File: src/rtl/aes_cipher_ctrl.sv
// -----------------------------------------------------------------------------
// aes_cipher_ctrl
//
// Sequencer for the AES-128 Cipher core. It takes one 128-bit plaintext block
// over a valid/ready handshake, streams the 11 round keys out of the
// key-expansion word RAM, and drives the core's FSM_core / core_count / text
// inputs one cycle at a time. It then waits for cipher_dv_flag_in and holds the
// ciphertext until the consumer accepts it.
//
// Sequence: IDLE -> LOAD -> ROUND (r = 0..NUM_ROUNDS) -> FINAL -> OUT -> IDLE.
// FINAL gives up after TIMEOUT_CYC cycles, pulses error_out and returns to IDLE.
//
// Ports
//   clk, rst               clock, synchronous active-high reset
//   start_valid_in/_ready  plaintext handshake, pt_0_in (MSW) .. pt_3_in
//   abort_in               synchronous abort back to IDLE (reset output values)
//   rk_rd_en_out/rk_round  round-key RAM read; data on rk_x_in one cycle later
//   FSM_core_out, core_count_out, text_x_out, key_x_out   to Cipher
//   ct_x_in, cipher_dv_flag_in                            from Cipher
//   result_valid_out/result_ready_in, ct_x_out            ciphertext handshake
//   busy_out               controller not idle
//   error_out              one-cycle pulse on FINAL timeout
//
// Optional build macro AES_CTRL_PERF_EN adds blk_count_out[31:0] (completed
// handshakes) and err_count_out[15:0] (timeouts). Both counters saturate and
// only rst clears them.
// -----------------------------------------------------------------------------
module aes_cipher_ctrl #(
   parameter int DATA_WIDTH  = 32,
   parameter int NUM_ROUNDS  = 10,
   parameter int TIMEOUT_CYC = 16
) (
   input  logic                  clk,
   input  logic                  rst,
   input  logic                  start_valid_in,
   output logic                  start_ready_out,
   input  logic [DATA_WIDTH-1:0] pt_0_in,
   input  logic [DATA_WIDTH-1:0] pt_1_in,
   input  logic [DATA_WIDTH-1:0] pt_2_in,
   input  logic [DATA_WIDTH-1:0] pt_3_in,
   input  logic                  abort_in,
   output logic                  rk_rd_en_out,
   output logic [3:0]            rk_round_out,
   input  logic [DATA_WIDTH-1:0] rk_0_in,
   input  logic [DATA_WIDTH-1:0] rk_1_in,
   input  logic [DATA_WIDTH-1:0] rk_2_in,
   input  logic [DATA_WIDTH-1:0] rk_3_in,
   output logic [2:0]            FSM_core_out,
   output logic [3:0]            core_count_out,
   output logic [DATA_WIDTH-1:0] text_0_out,
   output logic [DATA_WIDTH-1:0] text_1_out,
   output logic [DATA_WIDTH-1:0] text_2_out,
   output logic [DATA_WIDTH-1:0] text_3_out,
   output logic [DATA_WIDTH-1:0] key_0_out,
   output logic [DATA_WIDTH-1:0] key_1_out,
   output logic [DATA_WIDTH-1:0] key_2_out,
   output logic [DATA_WIDTH-1:0] key_3_out,
   input  logic [DATA_WIDTH-1:0] ct_0_in,
   input  logic [DATA_WIDTH-1:0] ct_1_in,
   input  logic [DATA_WIDTH-1:0] ct_2_in,
   input  logic [DATA_WIDTH-1:0] ct_3_in,
   input  logic                  cipher_dv_flag_in,
   output logic                  result_valid_out,
   input  logic                  result_ready_in,
   output logic [DATA_WIDTH-1:0] ct_0_out,
   output logic [DATA_WIDTH-1:0] ct_1_out,
   output logic [DATA_WIDTH-1:0] ct_2_out,
   output logic [DATA_WIDTH-1:0] ct_3_out,
   output logic                  busy_out,
   output logic                  error_out
`ifdef AES_CTRL_PERF_EN
   ,
   output logic [31:0]           blk_count_out,
   output logic [15:0]           err_count_out
`endif
);

   localparam int              TW         = $clog2(TIMEOUT_CYC) + 1;
   localparam logic [3:0]      LAST_ROUND = 4'(NUM_ROUNDS);
   localparam logic [TW-1:0]   TMO_LAST   = TW'(TIMEOUT_CYC - 1);
   localparam logic [TW-1:0]   TMO_ONE    = TW'(1);
   localparam logic [TW-1:0]   TMO_ZERO   = TW'(0);
   localparam logic [DATA_WIDTH-1:0] WORD_ZERO = {DATA_WIDTH{1'b0}};

   // Encodings seen by the Cipher core on FSM_core_in
   localparam logic [2:0] CORE_IDLE  = 3'b000;
   localparam logic [2:0] CORE_LOAD  = 3'b001;
   localparam logic [2:0] CORE_ROUND = 3'b010;
   localparam logic [2:0] CORE_FINAL = 3'b011;

   typedef enum logic [2:0] {
      ST_IDLE  = 3'd0,
      ST_LOAD  = 3'd1,
      ST_ROUND = 3'd2,
      ST_FINAL = 3'd3,
      ST_OUT   = 3'd4
   } state_t;

   state_t        state_r, state_s;
   logic [3:0]    round_r, round_s;
   logic [TW-1:0] tmo_r,   tmo_s;
   logic          accept_s, capture_s, timeout_s, handshake_s;

   logic [2:0]    fsm_core_s;
   logic [3:0]    core_count_s;
   logic          rk_rd_en_s;
   logic [3:0]    rk_round_s;
   logic          start_ready_s;
   logic          busy_s;
   logic          result_valid_s;

   // The key bus is a straight pass of the RAM read data
   assign key_0_out = rk_0_in;
   assign key_1_out = rk_1_in;
   assign key_2_out = rk_2_in;
   assign key_3_out = rk_3_in;

   assign handshake_s = (state_r == ST_OUT) & result_ready_in & ~abort_in;

   // State register: FSM state, round index and FINAL timeout counter
   always_ff @(posedge clk) begin
      if (rst) begin
         state_r <= ST_IDLE;
         round_r <= 4'd0;
         tmo_r   <= TMO_ZERO;
      end else begin
         state_r <= state_s;
         round_r <= round_s;
         tmo_r   <= tmo_s;
      end
   end

   // Next-state logic; abort wins over every transition
   always_comb begin
      state_s   = state_r;
      round_s   = round_r;
      tmo_s     = tmo_r;
      accept_s  = 1'b0;
      capture_s = 1'b0;
      timeout_s = 1'b0;
      if (abort_in) begin
         state_s = ST_IDLE;
         round_s = 4'd0;
         tmo_s   = TMO_ZERO;
      end else begin
         case (state_r)
            ST_IDLE: begin
               if (start_valid_in) begin
                  accept_s = 1'b1;
                  state_s  = ST_LOAD;
               end else begin
                  state_s  = ST_IDLE;
               end
            end
            ST_LOAD: begin
               state_s = ST_ROUND;
               round_s = 4'd0;
            end
            ST_ROUND: begin
               if (round_r == LAST_ROUND) begin
                  state_s = ST_FINAL;
                  round_s = 4'd0;
                  tmo_s   = TMO_ZERO;
               end else begin
                  round_s = round_r + 4'd1;
               end
            end
            ST_FINAL: begin
               // A dv on the last allowed cycle still counts as success
               if (cipher_dv_flag_in) begin
                  capture_s = 1'b1;
                  state_s   = ST_OUT;
               end else if (tmo_r == TMO_LAST) begin
                  timeout_s = 1'b1;
                  state_s   = ST_IDLE;
                  tmo_s     = TMO_ZERO;
               end else begin
                  tmo_s     = tmo_r + TMO_ONE;
               end
            end
            ST_OUT: begin
               if (handshake_s) begin
                  state_s = ST_IDLE;
               end else begin
                  state_s = ST_OUT;
               end
            end
            default: begin
               state_s = ST_IDLE;
               round_s = 4'd0;
               tmo_s   = TMO_ZERO;
            end
         endcase
      end
   end

   // Output decode from the upcoming state. Registering the result makes each
   // state's values visible in the same cycle the state is entered.
   always_comb begin
      fsm_core_s     = CORE_IDLE;
      core_count_s   = 4'd0;
      rk_rd_en_s     = 1'b0;
      rk_round_s     = 4'd0;
      start_ready_s  = 1'b0;
      busy_s         = 1'b1;
      result_valid_s = 1'b0;
      case (state_s)
         ST_IDLE: begin
            start_ready_s = 1'b1;
            busy_s        = 1'b0;
         end
         ST_LOAD: begin
            fsm_core_s = CORE_LOAD;
            rk_rd_en_s = 1'b1;
            rk_round_s = 4'd0;
         end
         ST_ROUND: begin
            fsm_core_s   = CORE_ROUND;
            core_count_s = round_s;
            // Prefetch the next round's key so it lands with the next count
            if (round_s < LAST_ROUND) begin
               rk_rd_en_s = 1'b1;
               rk_round_s = round_s + 4'd1;
            end else begin
               rk_rd_en_s = 1'b0;
               rk_round_s = 4'd0;
            end
         end
         ST_FINAL: begin
            fsm_core_s = CORE_FINAL;
         end
         ST_OUT: begin
            result_valid_s = 1'b1;
         end
         default: begin
            start_ready_s = 1'b1;
            busy_s        = 1'b0;
         end
      endcase
   end

   // Output register for control and status outputs
   always_ff @(posedge clk) begin
      if (rst) begin
         FSM_core_out     <= CORE_IDLE;
         core_count_out   <= 4'd0;
         rk_rd_en_out     <= 1'b0;
         rk_round_out     <= 4'd0;
         start_ready_out  <= 1'b1;
         busy_out         <= 1'b0;
         result_valid_out <= 1'b0;
         error_out        <= 1'b0;
      end else begin
         FSM_core_out     <= fsm_core_s;
         core_count_out   <= core_count_s;
         rk_rd_en_out     <= rk_rd_en_s;
         rk_round_out     <= rk_round_s;
         start_ready_out  <= start_ready_s;
         busy_out         <= busy_s;
         result_valid_out <= result_valid_s;
         error_out        <= timeout_s;
      end
   end

   // Plaintext and ciphertext holding registers; abort discards both
   always_ff @(posedge clk) begin
      if (rst || abort_in) begin
         text_0_out <= WORD_ZERO;
         text_1_out <= WORD_ZERO;
         text_2_out <= WORD_ZERO;
         text_3_out <= WORD_ZERO;
         ct_0_out   <= WORD_ZERO;
         ct_1_out   <= WORD_ZERO;
         ct_2_out   <= WORD_ZERO;
         ct_3_out   <= WORD_ZERO;
      end else begin
         if (accept_s) begin
            text_0_out <= pt_0_in;
            text_1_out <= pt_1_in;
            text_2_out <= pt_2_in;
            text_3_out <= pt_3_in;
         end
         if (capture_s) begin
            ct_0_out <= ct_0_in;
            ct_1_out <= ct_1_in;
            ct_2_out <= ct_2_in;
            ct_3_out <= ct_3_in;
         end
      end
   end

`ifdef AES_CTRL_PERF_EN
   // Saturating performance counters, cleared by rst only
   always_ff @(posedge clk) begin
      if (rst) begin
         blk_count_out <= 32'd0;
         err_count_out <= 16'd0;
      end else begin
         if (handshake_s && (blk_count_out != 32'hFFFF_FFFF)) begin
            blk_count_out <= blk_count_out + 32'd1;
         end
         if (timeout_s && (err_count_out != 16'hFFFF)) begin
            err_count_out <= err_count_out + 16'd1;
         end
      end
   end
`endif

endmodule

File: config.mk
export PLATFORM = sky130hd
export DESIGN_NAME = aes_cipher_ctrl
export DESIGN_NICKNAME = d
export VERILOG_FILES = /design/src/rtl/aes_cipher_ctrl.sv
export SDC_FILE = /design/constraint.sdc
export NUM_CORES = 1
export LEC_CHECK = 0
export CAP_MARGIN = 20
export CORE_AREA = 4 4 309 311
export DETAILED_ROUTE_END_ITERATION = 10
export DIE_AREA = 0 0 313 315
export DONT_BUFFER_PORTS = 1
export GPL_TIMING_DRIVEN = 0
export PLACE_DENSITY_LB_ADDON = 0.2
export SYNTH_ARGS = -nofsm -noshare
export SYNTH_HDL_FRONTEND = slang
export SYNTH_SLANG_ARGS = --single-unit
File: constraint.sdc
create_clock -name clk -period 2.5 [get_ports clk]
set_clock_uncertainty 0.2 [all_clocks]
set_input_delay 0.5 -clock clk [delete_from_list [all_inputs] [get_ports clk]]
set_output_delay 0.5 -clock clk [all_outputs]
set_load 0.005 [all_outputs]
-- Word-level counts from Yosys, hierarchy flattened
Cells that the tools add are included.
Widths: inputs -> output; s select.
- bits in registers: 284
- input port bits: 390
- output and inout port bits: 400
- word-level logic and storage cells: 79
- add/subtract/negate cells: 3
- magnitude comparators: 1
- equal/unequal tests: 12
- mux-type cells: 27
- bitwise operators: 7
- reductions and logical operators: 10
- operators with widths (kind ; number):
    $mux 3 ; 5
    $mux 5 ; 3
    $pmux 3 s5 ; 1
    $pmux 5 s3 ; 1
    $eq 3x2->1 const B ; 4
    $mux 1 ; 12
    $reduce_or 3->1 ; 3
    $add 4x1->4 const B ; 2
    $mux 4 ; 2
    $pmux 4 s2 ; 1
    $reduce_or 4->1 ; 2
    $eq 3x1->1 const B ; 2
    $eq 3x3->1 const B ; 2
    $pmux 2 s3 ; 1
    $add 5x1->5 const B ; 1
    $eq 5x4->1 const B ; 1
    $not 1->1 ; 5
    $eq 4x4->1 const B ; 1
    $lt 4x4->1 const B ; 1
    $ne 2x2->1 const B ; 2
    $reduce_or 2->1 ; 2
    $logic_not 3->1 ; 1
    $reduce_and 3->1 ; 1
    $and 1x1->1 ; 2
    2 further kinds ; 2

-- Longest topological paths before layout
Gate-level depths: netlist of run 1.
- depth in word-level cells: 9
- mapped depth: 10

-- Worst setup path before layout of run 1
Ideal clock, no wire load.
- kind: reg-to-reg
- from: reg round_r[0]
- to: reg rk_round_out[2]
- library setup time: 0.071 ns
- arrival: 1.839 ns
- data required time: 2.229 ns
- setup slack: 0.390 ns
- stages on the path, launching flop included: 11
- path buffers: 1
- period minus slack after synthesis: 2.110 ns
- cells stage by stage: dfxtp_1 inv_1 ha_1 nor2_1 nand3_1 and3_1 clkbuf_1 nor2_1 ha_1 or3b_1 a21oi_1
- word-level cells in the longest chain between the ends: 7
- elaborated cells between the ends (all ways): 14
- RTL lines (element ; RTL line ; text):
    from (decl) ; 100 ; logic [3:0] round_r, round_s;
    from (signal assigned) ; 128 ; round_r <= round_s;
    $add 4x1->4 / $eq 4x4->1 (equally long branches) ; 165, 160 ;
    $mux 4 (*) ; 160 ; if (round_r == LAST_ROUND) begin
    $pmux 4 s2 (*) ; 146 ; case (state_r)
    $mux 4 (*) ; 141 ; if (abort_in) begin
    net round_s[1] ; 100 ;
    $lt 4x4->1 ; 221 ; if (round_s < LAST_ROUND) begin
    $not 1->1 (no source line) ; - ;
    $reduce_or 3->1 (no source line) ; - ;
    to (signal assigned) ; 257 ; rk_round_out <= rk_round_s;
    to (decl) ; 43 ; output logic [3:0] rk_round_out,
Mark *: on every way through the listed nets, which the timed path passes. The rest lies on a longest branch.
A chain may end at the register's enable or synchronous reset.

-- Worst setup path after layout of run 1
- from: reg round_r[0]
- to: reg round_r[0]
- word-level cells in the longest chain between the ends: 4
- elaborated cells between the ends (all ways): 5
- RTL lines (element ; RTL line):
    $add 4x1->4 / $eq 4x4->1 (equally long branches) ; 165, 160
    $mux 4 ; 160
    $pmux 4 s2 (*) ; 146
    $mux 4 (*) ; 141
    net round_s[0] ; 100
Marks and branches as above.

==> results of run 1 <==
## through the flow
stage | std cells | hold WS, ps | utilization, %
after global placement | 2635 | 220.8 | 13.46
after global routing | 2958 | 111.9 | 17.68
after detailed placement | 2636 | 224.1 | 13.47
final | 2958 | 117.7 | 17.68
after CTS | 2958 | 76.95 | 17.65
after floorplan | 1381 | 206.8 | -
## per-layer routing
metal | GRT usage (%) | vias to the layer above
li1 | - | 4928
met1 | 9.295 | 4724
met2 | 17.66 | 595
met3 | 4.200 | 71
met4 | 3.712 | 0
met5 | 0 | -
## what timing repair did
| item | in CTS | in global routing |
|---|---|---|
| hold buffers | 260 | 0 |
| setup endpoints to repair | 221 | 172 |
| resized for setup | 21 | 23 |
| hold endpoints to repair | 271 | 0 |
## layout make-up
class	instances	area share (%)
diodes	1	0.01526
plain buffers	220	8.483
clock buffers	47	6.240
clock inverters	15	1.282
inverters	2	0.04577
multi-input cells	875	23.86
flip-flops and latches	283	34.54
well taps	1254	9.567
repair buffers	261	15.96
## synth_stat cells (3+ instances only)
| cell | count |
|---|---|
| nand4_1 | 4 |
| buf_2 | 31 |
| dfxtp_1 | 283 |
| buf_4 | 130 |
| and2_1 | 3 |
| nand2b_1 | 3 |
| nor2b_1 | 3 |
| nand3_1 | 9 |
| and3_1 | 4 |
| nand2_1 | 524 |
| nand4b_1 | 3 |
| a21oi_1 | 263 |
| nor2_1 | 14 |
| clkbuf_1 | 53 |
| nor3_1 | 3 |
| nand3b_1 | 4 |
| a31oi_1 | 4 |
| ha_1 | 4 |
| buf_1 | 7 |
## state kept, by name (all words and copies together) (netlist names)
signal,cells
ct_0_out,32
busy_out,1
ct_2_out,32
text_3_out,32
round_r,4
FSM_core_out,2
start_ready_out,1
text_0_out,32
rk_rd_en_out,1
result_valid_out,1
text_2_out,32
error_out,1
rk_round_out,4
text_1_out,32
core_count_out,4
ct_1_out,32
tmo_r,5
ct_3_out,32
state_r,3
## layout by cell type (no fill, tap or decap), types with 4 or more instances in the layout
cell / count
nand2_1: 523
dfxtp_1: 283
a21oi_1: 263
dlygate4sd3_1: 260
buf_4: 133
clkbuf_16: 37
clkbuf_1: 36
buf_2: 32
clkbuf_2: 18
nor2_1: 13
nand3_1: 9
clkinv_2: 7
clkbuf_8: 6
bufinv_16: 5
nand3b_1: 4
and3_1: 4
buf_1: 4
nand4_1: 4
ha_1: 4
## power by group
part           total, mW  switching (mW)  leakage (nW)  internal (mW)
clock               5.47            2.08         0.610           3.39
combinational      0.955           0.457          2.83          0.498
sequential          4.65          0.0654          2.29           4.59
total               11.1            2.60          5.73           8.48
## how the worst max path moves through the flow
stage	from	end	slack, ps	cells past startpoint
floorplan	round_r[0]$_SDFF_PP0_	rk_round_out[2]$_SDFF_PP0_	390	10
global placement	state_r[0]$_SDFF_PP0_	ct_0_out[29]$_SDFFE_PP0P_	-540	7
detailed placement	state_r[0]$_SDFF_PP0_	ct_0_out[13]$_SDFFE_PP0P_	-550	8
CTS	state_r[0]$_SDFF_PP0_	ct_0_out[13]$_SDFFE_PP0P_	-40	8
global route	state_r[0]$_SDFF_PP0_	ct_0_out[24]$_SDFFE_PP0P_	9	8
finish	round_r[0]$_SDFF_PP0_	round_r[0]$_SDFF_PP0_	130	7
## cells by family after synthesis
logic type	share of synthesized area [%]
compound gates	13.22
fa+ha+maj	0.4586
buf+inv	12.50
flops	51.91
mux	0.1949
other cells	0.03436
simple gates	21.69
==> metrics.cfg, run 1 <==
[sta]
fin_ws_ps = 131.4
hold_violations = 0
slew_headroom_pct = 38.32
fmax_ghz = 0.4222
rsz0062_at_grt = no
period_needed_ps = 2369
maxSlewViolCount = 0
finalSetupViolations = 0
tightest_slew_ps = 925.2
setup_tns_ps = 0
finalCritPeriodShare_pct = 94.75

[global_route]
grt_pass1_vias = 10670
grt_pass1_wl_um = 70390
overflow = 0
grt_antenna_before_repair = 4
grtUsageTotal_pct = 9.533
grt_max_degree = 14

[clock_network]
cts_root_buffer = clkbuf_16
cts_setup_buffers = 0
cts.sinks = 283
htree_levels = 2
cts_tree = done
cts_buffer_depth = 3
clkTransAtPathRegs_ps = 60
insertion_delay_ps = 560
cts-buffers-inserted = 36

[finish]
syn2layout_area_growth_pct = 50.27
nFillCells = 10480
seq_area_um2 = 5665
final_area_um2 = 16400
multi_input_area_um2 = 3914
layout-drive-gt1-share_pct = 14.97
final_nets = 2073

[power_and_ir_drop]
p_leak_nw = 5.727
p_total_mw = 11.08
ir_worst_vdd_v = 0.0003591
power_density_nw_per_um2 = 675.5

[placement]
portBuffers = 0
dp_hpwl_um = 40610
finalWeightedCongestion = 0.8686
placed_cell_area_um2 = 12500
dpl_worst_slack_ps = -549.6

[worst_hold_path]
min_from = cipher_dv_flag_in
min_path_type = input pin to flip-flop
min_to = state_r[2]$_SDFF_PP0_
holdPathStages = 2

[floorplan]
floorplan.rows = 112
fp.dieArea_um2 = 98600
die_h_um = 315
core_area_um2 = 92770
ios = 790
die_w_um = 313
start_util_pct = 11.76

[critical_path]
crit_chain = inv_1, ha_1, nand3b_1, nand3_1, a31oi_2, nor2b_1, dlygate4sd3_1
crit_buf_inv = 2
worst_path_largest_cell_delay_ps = 540
r2r_start = round_r[0]$_SDFF_PP0_
crit_path_start_kind = flip-flop
crit_type = flip-flop to flip-flop
crit_fanout = 6
critical_path.slowest_cell = dlygate4sd3_1
r2r_end = round_r[0]$_SDFF_PP0_
end_kind = flip-flop
crit_required_ps = 2800
worstPathArrival_ps = 2670
rrSetupSlack_ps = 130
worst_r2r_path_depth = 7
crit_family = buffers and inverters

[routing]
first_pass_iters = 4
routed_wl_um = 50710
antenna_left = 0
drc = 0
met2_length_um = 26210
routedWlPerCell_um = 17.14
num_vias = 10320
drt_iter0_drc = 397
viasPerCell = 3.488
wl_met3_um = 5681
wl_met1_um = 17130
top_layer_used = met4

[logic_synthesis]
yosysTopAreaCell = dfxtp_1
synth_area_leaders = dfxtp_1 (52%), nand2_1 (18%), a21oi_1 (12%)
netlist_instances = 1381
syn_avg_cell_area_um2 = 7.903
synth_seq_cells = 283
synth_edf_count = 0
synth-seq-area-share_pct = 51.91
yosysTopAreaCellShare_pct = 51.91
synth.distinct_cells = 44
syn-num-nets = 1775
netlist_area_um2 = 10910
synth-main-ff-cell = dfxtp_1
async_flop_share_pct = 0
ys.warnings.count = 0

[outcome]
status = finished clean

[job]
cap_violations = 0

Note: power is estimated with default switching activity, not from simulation.
==> inputs of run 2 (changes only) <==
--- a/config.mk
+++ b/config.mk
@@ -12,6 +12,7 @@
 export DONT_BUFFER_PORTS = 1
 export GPL_TIMING_DRIVEN = 0
 export PLACE_DENSITY_LB_ADDON = 0.2
+export SLEW_MARGIN = 30
 export SYNTH_ARGS = -nofsm -noshare
 export SYNTH_HDL_FRONTEND = slang
 export SYNTH_SLANG_ARGS = --single-unit
==> run 2 against run 1 <==
  * Clock power is 6.8% lower
  * Core utilization is 0.098 points lower
  * Sequential power hardly changed
  * Power is 3.3% lower
  * Final cell count hardly changed
  * Maximum frequency is 1.2% higher
  * Critical endpoint unchanged
  * Via count is 0.21% higher
  * Combinational power is 0.4% higher
  * Largest power group unchanged
==> metrics.cfg, run 2 (synthesis gave the netlist of run 1 again) <==
[sta]
fin_ws_ps = 160.5  ; was 131.4 ps
hold_violations = 0  ; unchanged
finalSetupViolations = 0  ; unchanged
maxSlewViolCount = 0  ; unchanged
fmax_ghz = 0.4274  ; was 0.4222 GHz
period_needed_ps = 2340  ; was 2369 ps
finalCritPeriodShare_pct = 93.58  ; was 94.75%
slew_headroom_pct = 45.38  ; was 38.32%
rsz0062_at_grt = no  ; unchanged
tightest_slew_ps = 819.4  ; was 925.2 ps

[critical_path]
crit_end = round_r[0]$_SDFF_PP0_  ; unchanged
worst_r2r_path_depth = 7  ; unchanged
r2r_end = round_r[0]$_SDFF_PP0_  ; unchanged
worstPathArrival_ps = 2640  ; was 2670 ps
crit_required_ps = 2800  ; about the same
worstSetupStartpoint = round_r[0]$_SDFF_PP0_  ; unchanged
end_kind = flip-flop  ; unchanged
rrSetupSlack_ps = 160  ; was 130 ps
crit_type = flip-flop to flip-flop  ; unchanged
crit_path_start_kind = flip-flop  ; unchanged
r2r_start = round_r[0]$_SDFF_PP0_  ; unchanged
crit_fanout = 6  ; unchanged

[clock_network]
cts_root_buffer = clkbuf_16  ; unchanged
cts.sinks = 283  ; unchanged
cts_tree = done  ; unchanged
cts-buffers-inserted = 36  ; unchanged
cts_buffer_depth = 3  ; unchanged
cts_setup_buffers = 0  ; unchanged
clkTransAtPathRegs_ps = 60  ; about the same
insertion_delay_ps = 550  ; was 560 ps
htree_levels = 2  ; unchanged

[floorplan]
fp.dieArea_um2 = 98600  ; unchanged
ios = 790  ; unchanged
die_h_um = 315  ; unchanged
die_w_um = 313  ; unchanged
start_util_pct = 11.76  ; unchanged
floorplan.rows = 112  ; unchanged
core_area_um2 = 92770  ; unchanged

[routing]
wl_met3_um = 5356  ; was 5681 µm
wl_met1_um = 17510  ; was 17130 µm
drc = 0  ; unchanged
antenna_left = 0  ; unchanged
num_vias = 10340  ; was 10320
drt_iter0_drc = 415  ; was 397
first_pass_iters = 5  ; was 4
top_layer_used = met4  ; unchanged
met2_length_um = 26420  ; was 26210 µm
viasPerCell = 3.497  ; was 3.488
routed_wl_um = 50830  ; was 50710 µm
routedWlPerCell_um = 17.19  ; was 17.14 µm

[finish]
final_common_cell = nand2_1  ; unchanged
final_nets = 2072  ; was 2073
nFillCells = 10470  ; was 10480
final_area_um2 = 16310  ; was 16400 µm²
post-route-util_pct = 17.58  ; was 17.68%
layout-drive-gt1-share_pct = 14.75  ; was 14.97%
syn2layout_area_growth_pct = 49.43  ; was 50.27%
final_cell_mix = nand2_1 (523), dfxtp_1 (283), a21oi_1 (263)  ; unchanged

[placement]
placed_cell_area_um2 = 12490  ; was 12500 µm²
dp_hpwl_um = 40690  ; was 40610 µm
dpl_worst_slack_ps = -536.2  ; was -549.6 ps
finalWeightedCongestion = 0.8686  ; unchanged
portBuffers = 0  ; unchanged

[outcome]
status = finished clean  ; unchanged

[global_route]
grt_pass1_wl_um = 70580  ; was 70390 µm
grt_antenna_before_repair = 2  ; was 4
grtUsageTotal_pct = 9.562  ; was 9.533%
overflow = 0  ; unchanged
grt_pass1_vias = 10750  ; was 10670
grt_max_degree = 12  ; was 14

[power_and_ir_drop]
ir_worst_vdd_v = 0.0004445  ; was 0.0003591 V
power_density_nw_per_um2 = 656.6  ; was 675.5 nW/µm²
p_leak_nw = 5.670  ; was 5.727 nW
p_total_mw = 10.71  ; was 11.08 mW

[job]
cap_violations = 0  ; unchanged

[worst_hold_path]
min_path_type = input pin to flip-flop  ; unchanged

[run 2: cell types whose count changed in the layout (fill, tap and decap cells not counted), sizes merged]
cell | before | now
clkbuf | 98 | 104
clkinvlp | 1 | 2
clkinv | 9 | 7
buf | 170 | 167
bufinv | 5 | 2
[run 2: how the worst min path moves through the flow]
stage	start	to	slack [ps]	cells after the start
floorplan	tmo_r[4]$_SDFFE_PP0P_	tmo_r[4]$_SDFFE_PP0P_	210	2
global placement	tmo_r[4]$_SDFFE_PP0P_	tmo_r[4]$_SDFFE_PP0P_	220	2
detailed placement	tmo_r[4]$_SDFFE_PP0P_	tmo_r[4]$_SDFFE_PP0P_	230	2
CTS	cipher_dv_flag_in	tmo_r[0]$_SDFFE_PP0P_	90	4
global route	cipher_dv_flag_in	state_r[2]$_SDFF_PP0_	120	2
finish	cipher_dv_flag_in	state_r[2]$_SDFF_PP0_	100	2
[run 2: critical path, cell delays in order, from the launching register on]
cell           delay [ps]
dfxtp_1               430
inv_1                  70
ha_1                  240
nand3b_1              180
nand3_1               150
a31oi_4               310
nor2b_1               160
dlygate4sd3_1         540
[run 2: layer usage]
metal | track usage (%) | vias to the layer above
li1 | - | 4932
met1 | 9.268 | 4755
met2 | 18.10 | 575
met3 | 4.062 | 78
met4 | 3.304 | 0
met5 | 0 | -
[run 2: cell type report]
class                           instances  area (µm²)  area share, %
Timing Repair Buffer                  260        2603          15.96
Tap cell                             1254        1569          9.620
Sequential cell                       283        5665          34.74
Clock inverter                         11       110.1         0.6751
Buffer                                220        1400          8.585
Multi-Input combinational cell        875        3924          24.06
Antenna cell                            1       2.502        0.01534
Inverter                                2       7.507        0.04603
Clock buffer                           51        1028          6.306
[run 2: report_power, final]
group          leakage [nW]  switching, mW  total, mW  internal (mW)
Combinational          2.82          0.460      0.959          0.499
Sequential             2.29         0.0662       4.65           4.59
Clock                 0.558           2.04       5.10           3.06
Total                  5.67           2.57       10.7           8.14
[run 2: what timing repair did]
item | 4_1_cts | 5_1_grt
setup endpoints to repair | 221 | 130
hold buffers | 260 | 0
endpoints found under the hold margin | 271 | 0
gates resized for setup | 21 | 22
[run 2: through the flow]
stage,setup TNS [ps],std cells,hold WS [ps]
2_1_floorplan,0,1381,206.8
3_3_place_gp,-63830,2635,220.8
3_5_place_dp,-45240,2635,226.8
4_1_cts,0,2957,92.97
5_1_grt,0,2956,116.0
6_report,0,2957,97.79
==> inputs of run 3 (changes only) <==
--- a/config.mk
+++ b/config.mk
@@ -11,7 +11,6 @@
 export DIE_AREA = 0 0 313 315
 export DONT_BUFFER_PORTS = 1
 export GPL_TIMING_DRIVEN = 0
-export PLACE_DENSITY_LB_ADDON = 0.2
 export SLEW_MARGIN = 30
 export SYNTH_ARGS = -nofsm -noshare
 export SYNTH_HDL_FRONTEND = slang
==> run 3 against run 2 <==
  * Hold slack lost 5.7 ps
  * Final area increased by 0.75%
  * Core utilization grew 0.13 points
  * Wire length up 12%
  * Die area unchanged
  * Largest cell class unchanged
  * First-iteration DRC count grew 9.9%
  * Final cell count grew 0.54%
  * Non-clock buffer count is 1 higher
  * Combinational power increased by 2%
  * Power up 3.1%
  * Critical path depth stayed put
  * Register-to-register slack got worse by 30 ps
==> metrics.cfg, run 3 (synthesis gave the netlist of run 1 again) <==
[finish]
final_common_cell = nand2_1  ; unchanged
syn2layout_area_growth_pct = 50.56  ; was 49.43%
nFillCells = 10300  ; was 10470
layout-drive-gt1-share_pct = 15.10  ; was 14.75%
final_nets = 2074  ; was 2072
final_cell_mix = nand2_1 (523), dfxtp_1 (283), a21oi_1 (263)  ; unchanged
fin_cells = 2973  ; was 2957

[critical_path]
crit_buf_inv = 4  ; was 2
worst_path_largest_cell_delay_ps = 450  ; was 540 ps
worst_r2r_path_depth = 7  ; unchanged
worstPathArrival_ps = 2660  ; was 2640 ps
crit_chain = buf_2, buf_4, nor4b_4, buf_4, clkbuf_4, nand2_1, a21oi_1  ; was inv_1, ha_1, nand3b_1, nand3_1, a31oi_4, nor2b_1, dlygate4sd3_1
r2r_start = state_r[0]$_SDFF_PP0_  ; was round_r[0]$_SDFF_PP0_
rrSetupSlack_ps = 130  ; was 160 ps
critical_path.slowest_cell = nor4b_4  ; was dlygate4sd3_1
crit_required_ps = 2790  ; was 2800 ps
end_kind = flip-flop  ; unchanged
crit_path_start_kind = flip-flop  ; unchanged
crit_path_frequent_cell = buf_4
crit_type = flip-flop to flip-flop  ; unchanged
crit_fanout = 10  ; was 6
r2r_end = text_1_out[31]$_SDFFE_PP0P_  ; was round_r[0]$_SDFF_PP0_
crit_family = buffers and inverters  ; unchanged

[floorplan]
core_area_um2 = 92770  ; unchanged
start_util_pct = 11.76  ; unchanged
die_w_um = 313  ; unchanged
floorplan.rows = 112  ; unchanged
ios = 790  ; unchanged
fp.dieArea_um2 = 98600  ; unchanged
die_h_um = 315  ; unchanged

[power_and_ir_drop]
power_frac_clock_pct = 48.8  ; was 47.6%
power_frac_comb_pct = 8.9  ; was 9.0%
seqPwrFrac_pct = 42.3  ; was 43.4%
power_density_nw_per_um2 = 671.8  ; was 656.6 nW/µm²
p_leak_nw = 5.709  ; was 5.670 nW
p_int_mw = 8.289  ; was 8.144 mW
switching_share_pct = 24.92  ; was 23.95%
switchingPower_mw = 2.751  ; was 2.565 mW
p_total_mw = 11.04  ; was 10.71 mW
ir_worst_vdd_v = 0.0004416  ; was 0.0004445 V

[placement]
finalWeightedCongestion = 0.8553  ; was 0.8686
portBuffers = 0  ; unchanged
dp_hpwl_um = 44240  ; was 40690 µm
dpl_worst_slack_ps = -696.2  ; was -536.2 ps
dp.cells = 2635  ; unchanged

[global_route]
overflow = 0  ; unchanged
grt_antenna_before_repair = 19  ; was 2
grt_pass1_vias = 10690  ; was 10750
grt_max_degree = 13  ; was 12
grt_pass1_wl_um = 75400  ; was 70580 µm
grtUsageTotal_pct = 10.63  ; was 9.562%

[sta]
fin_ws_ps = 134.0  ; was 160.5 ps
slew_headroom_pct = 45.03  ; was 45.38%
finalCritPeriodShare_pct = 94.64  ; was 93.58%
maxSlewViolCount = 0  ; unchanged
period_needed_ps = 2366  ; was 2340 ps
tightest_slew_ps = 824.5  ; was 819.4 ps
rsz0062_at_grt = no  ; unchanged
setup_tns_ps = 0  ; unchanged
finalSetupViolations = 0  ; unchanged
hold_violations = 0  ; unchanged
fmax_ghz = 0.4227  ; was 0.4274 GHz

[clock_network]
insertion_delay_ps = 570  ; was 550 ps
cts-buffers-inserted = 37  ; was 36
htree_levels = 2  ; unchanged
cts_buffer_depth = 3  ; unchanged
clkTransAtPathRegs_ps = 60  ; about the same
cts_root_buffer = clkbuf_16  ; unchanged
cts.sinks = 283  ; unchanged
cts_tree = done  ; unchanged

[routing]
routed_wl_um = 57020  ; was 50830 µm
met2_length_um = 27220  ; was 26420 µm
num_vias = 10670  ; was 10340
antenna_left = 0  ; unchanged
drt_iter0_drc = 456  ; was 415
top_layer_used = met5  ; was met4
wl_met3_um = 6178  ; was 5356 µm
viasPerCell = 3.590  ; was 3.497
first_pass_iters = 8  ; was 5
routedWlPerCell_um = 19.18  ; was 17.19 µm
wl_met1_um = 21100  ; was 17510 µm
drc = 0  ; unchanged

[worst_hold_path]
min_to = state_r[2]$_SDFF_PP0_  ; unchanged
min_path_type = input pin to flip-flop  ; unchanged
min_from = cipher_dv_flag_in  ; unchanged
holdPathStages = 2  ; unchanged

[job]
cap_violations = 0  ; unchanged

[outcome]
status = finished clean  ; unchanged

[run 3: changes by cell type in the layout (fill, tap and decap cells not counted), sizes merged]
cell,change
buf,-2
bufinv,+2
clkbuf,-3
clkinv,+2
diode,+16
inv,+1
[run 3: worst max path at each step]
stage                                     start                          end  slack (ps)  cells past startpoint
after global routing      state_r[1]$_SDFF_PP0_   text_3_out[3]$_SDFFE_PP0P_           3                      7
final                     state_r[0]$_SDFF_PP0_  text_1_out[31]$_SDFFE_PP0P_         130                      7
after CTS                 state_r[0]$_SDFF_PP0_    ct_1_out[17]$_SDFFE_PP0P_          30                      8
after floorplan           round_r[0]$_SDFF_PP0_   rk_round_out[2]$_SDFF_PP0_         390                     10
after detailed placement  state_r[0]$_SDFF_PP0_    ct_1_out[17]$_SDFFE_PP0P_        -700                      8
after global placement                      rst  text_0_out[23]$_SDFFE_PP0P_        -690                      5
[run 3: through the flow]
| step | cell area [µm²] | util, % | hold WS, ps |
|---|---|---|---|
| floorplan | 10910 | - | 206.8 |
| detailed placement | 12500 | 13.47 | 229.6 |
| finish | 16430 | 17.71 | 92.05 |
| global route | 16420 | 17.70 | 86.26 |
| global placement | 12480 | 13.46 | 220.8 |
| CTS | 16340 | 17.62 | 60.56 |
[run 3: power groups by stage]
stage / Sequential (mW) / Clock, mW / Combinational [mW]
after floorplan: 4.72 / 0 / 0.431
after global placement: 4.77 / 0 / 0.617
after detailed placement: 4.77 / 0 / 0.623
after CTS: 4.67 / 5.64 / 0.985
after global routing: 4.68 / 5.76 / 1.06
final: 4.67 / 5.39 / 0.978
[run 3: timing repair]
item / in CTS / in global routing
endpoints found under the hold margin: 271 / 0
hold buffers: 260 / 0
endpoints found under the setup margin: 232 / 129
resized for setup: 23 / 30
buffers inserted: 0 / 1
pin swaps: 0 / 1
[run 3: final cells by class]
class | count | area [µm²] | share of cell area (%)
flip-flops and latches | 283 | 5665 | 34.48
multi-input cells | 875 | 3916 | 23.83
repair buffers | 261 | 2610 | 15.88
well taps | 1254 | 1569 | 9.548
plain buffers | 220 | 1423 | 8.658
clock buffers | 45 | 975.9 | 5.939
clock inverters | 16 | 222.7 | 1.355
diodes | 17 | 42.54 | 0.2589
inverters | 2 | 7.507 | 0.04569
[run 3: layer usage]
metal,vias up,GRT usage (%)
met4,4,4.339
met3,115,4.739
met5,-,0
met2,669,18.19
li1,4953,-
met1,4933,11.45
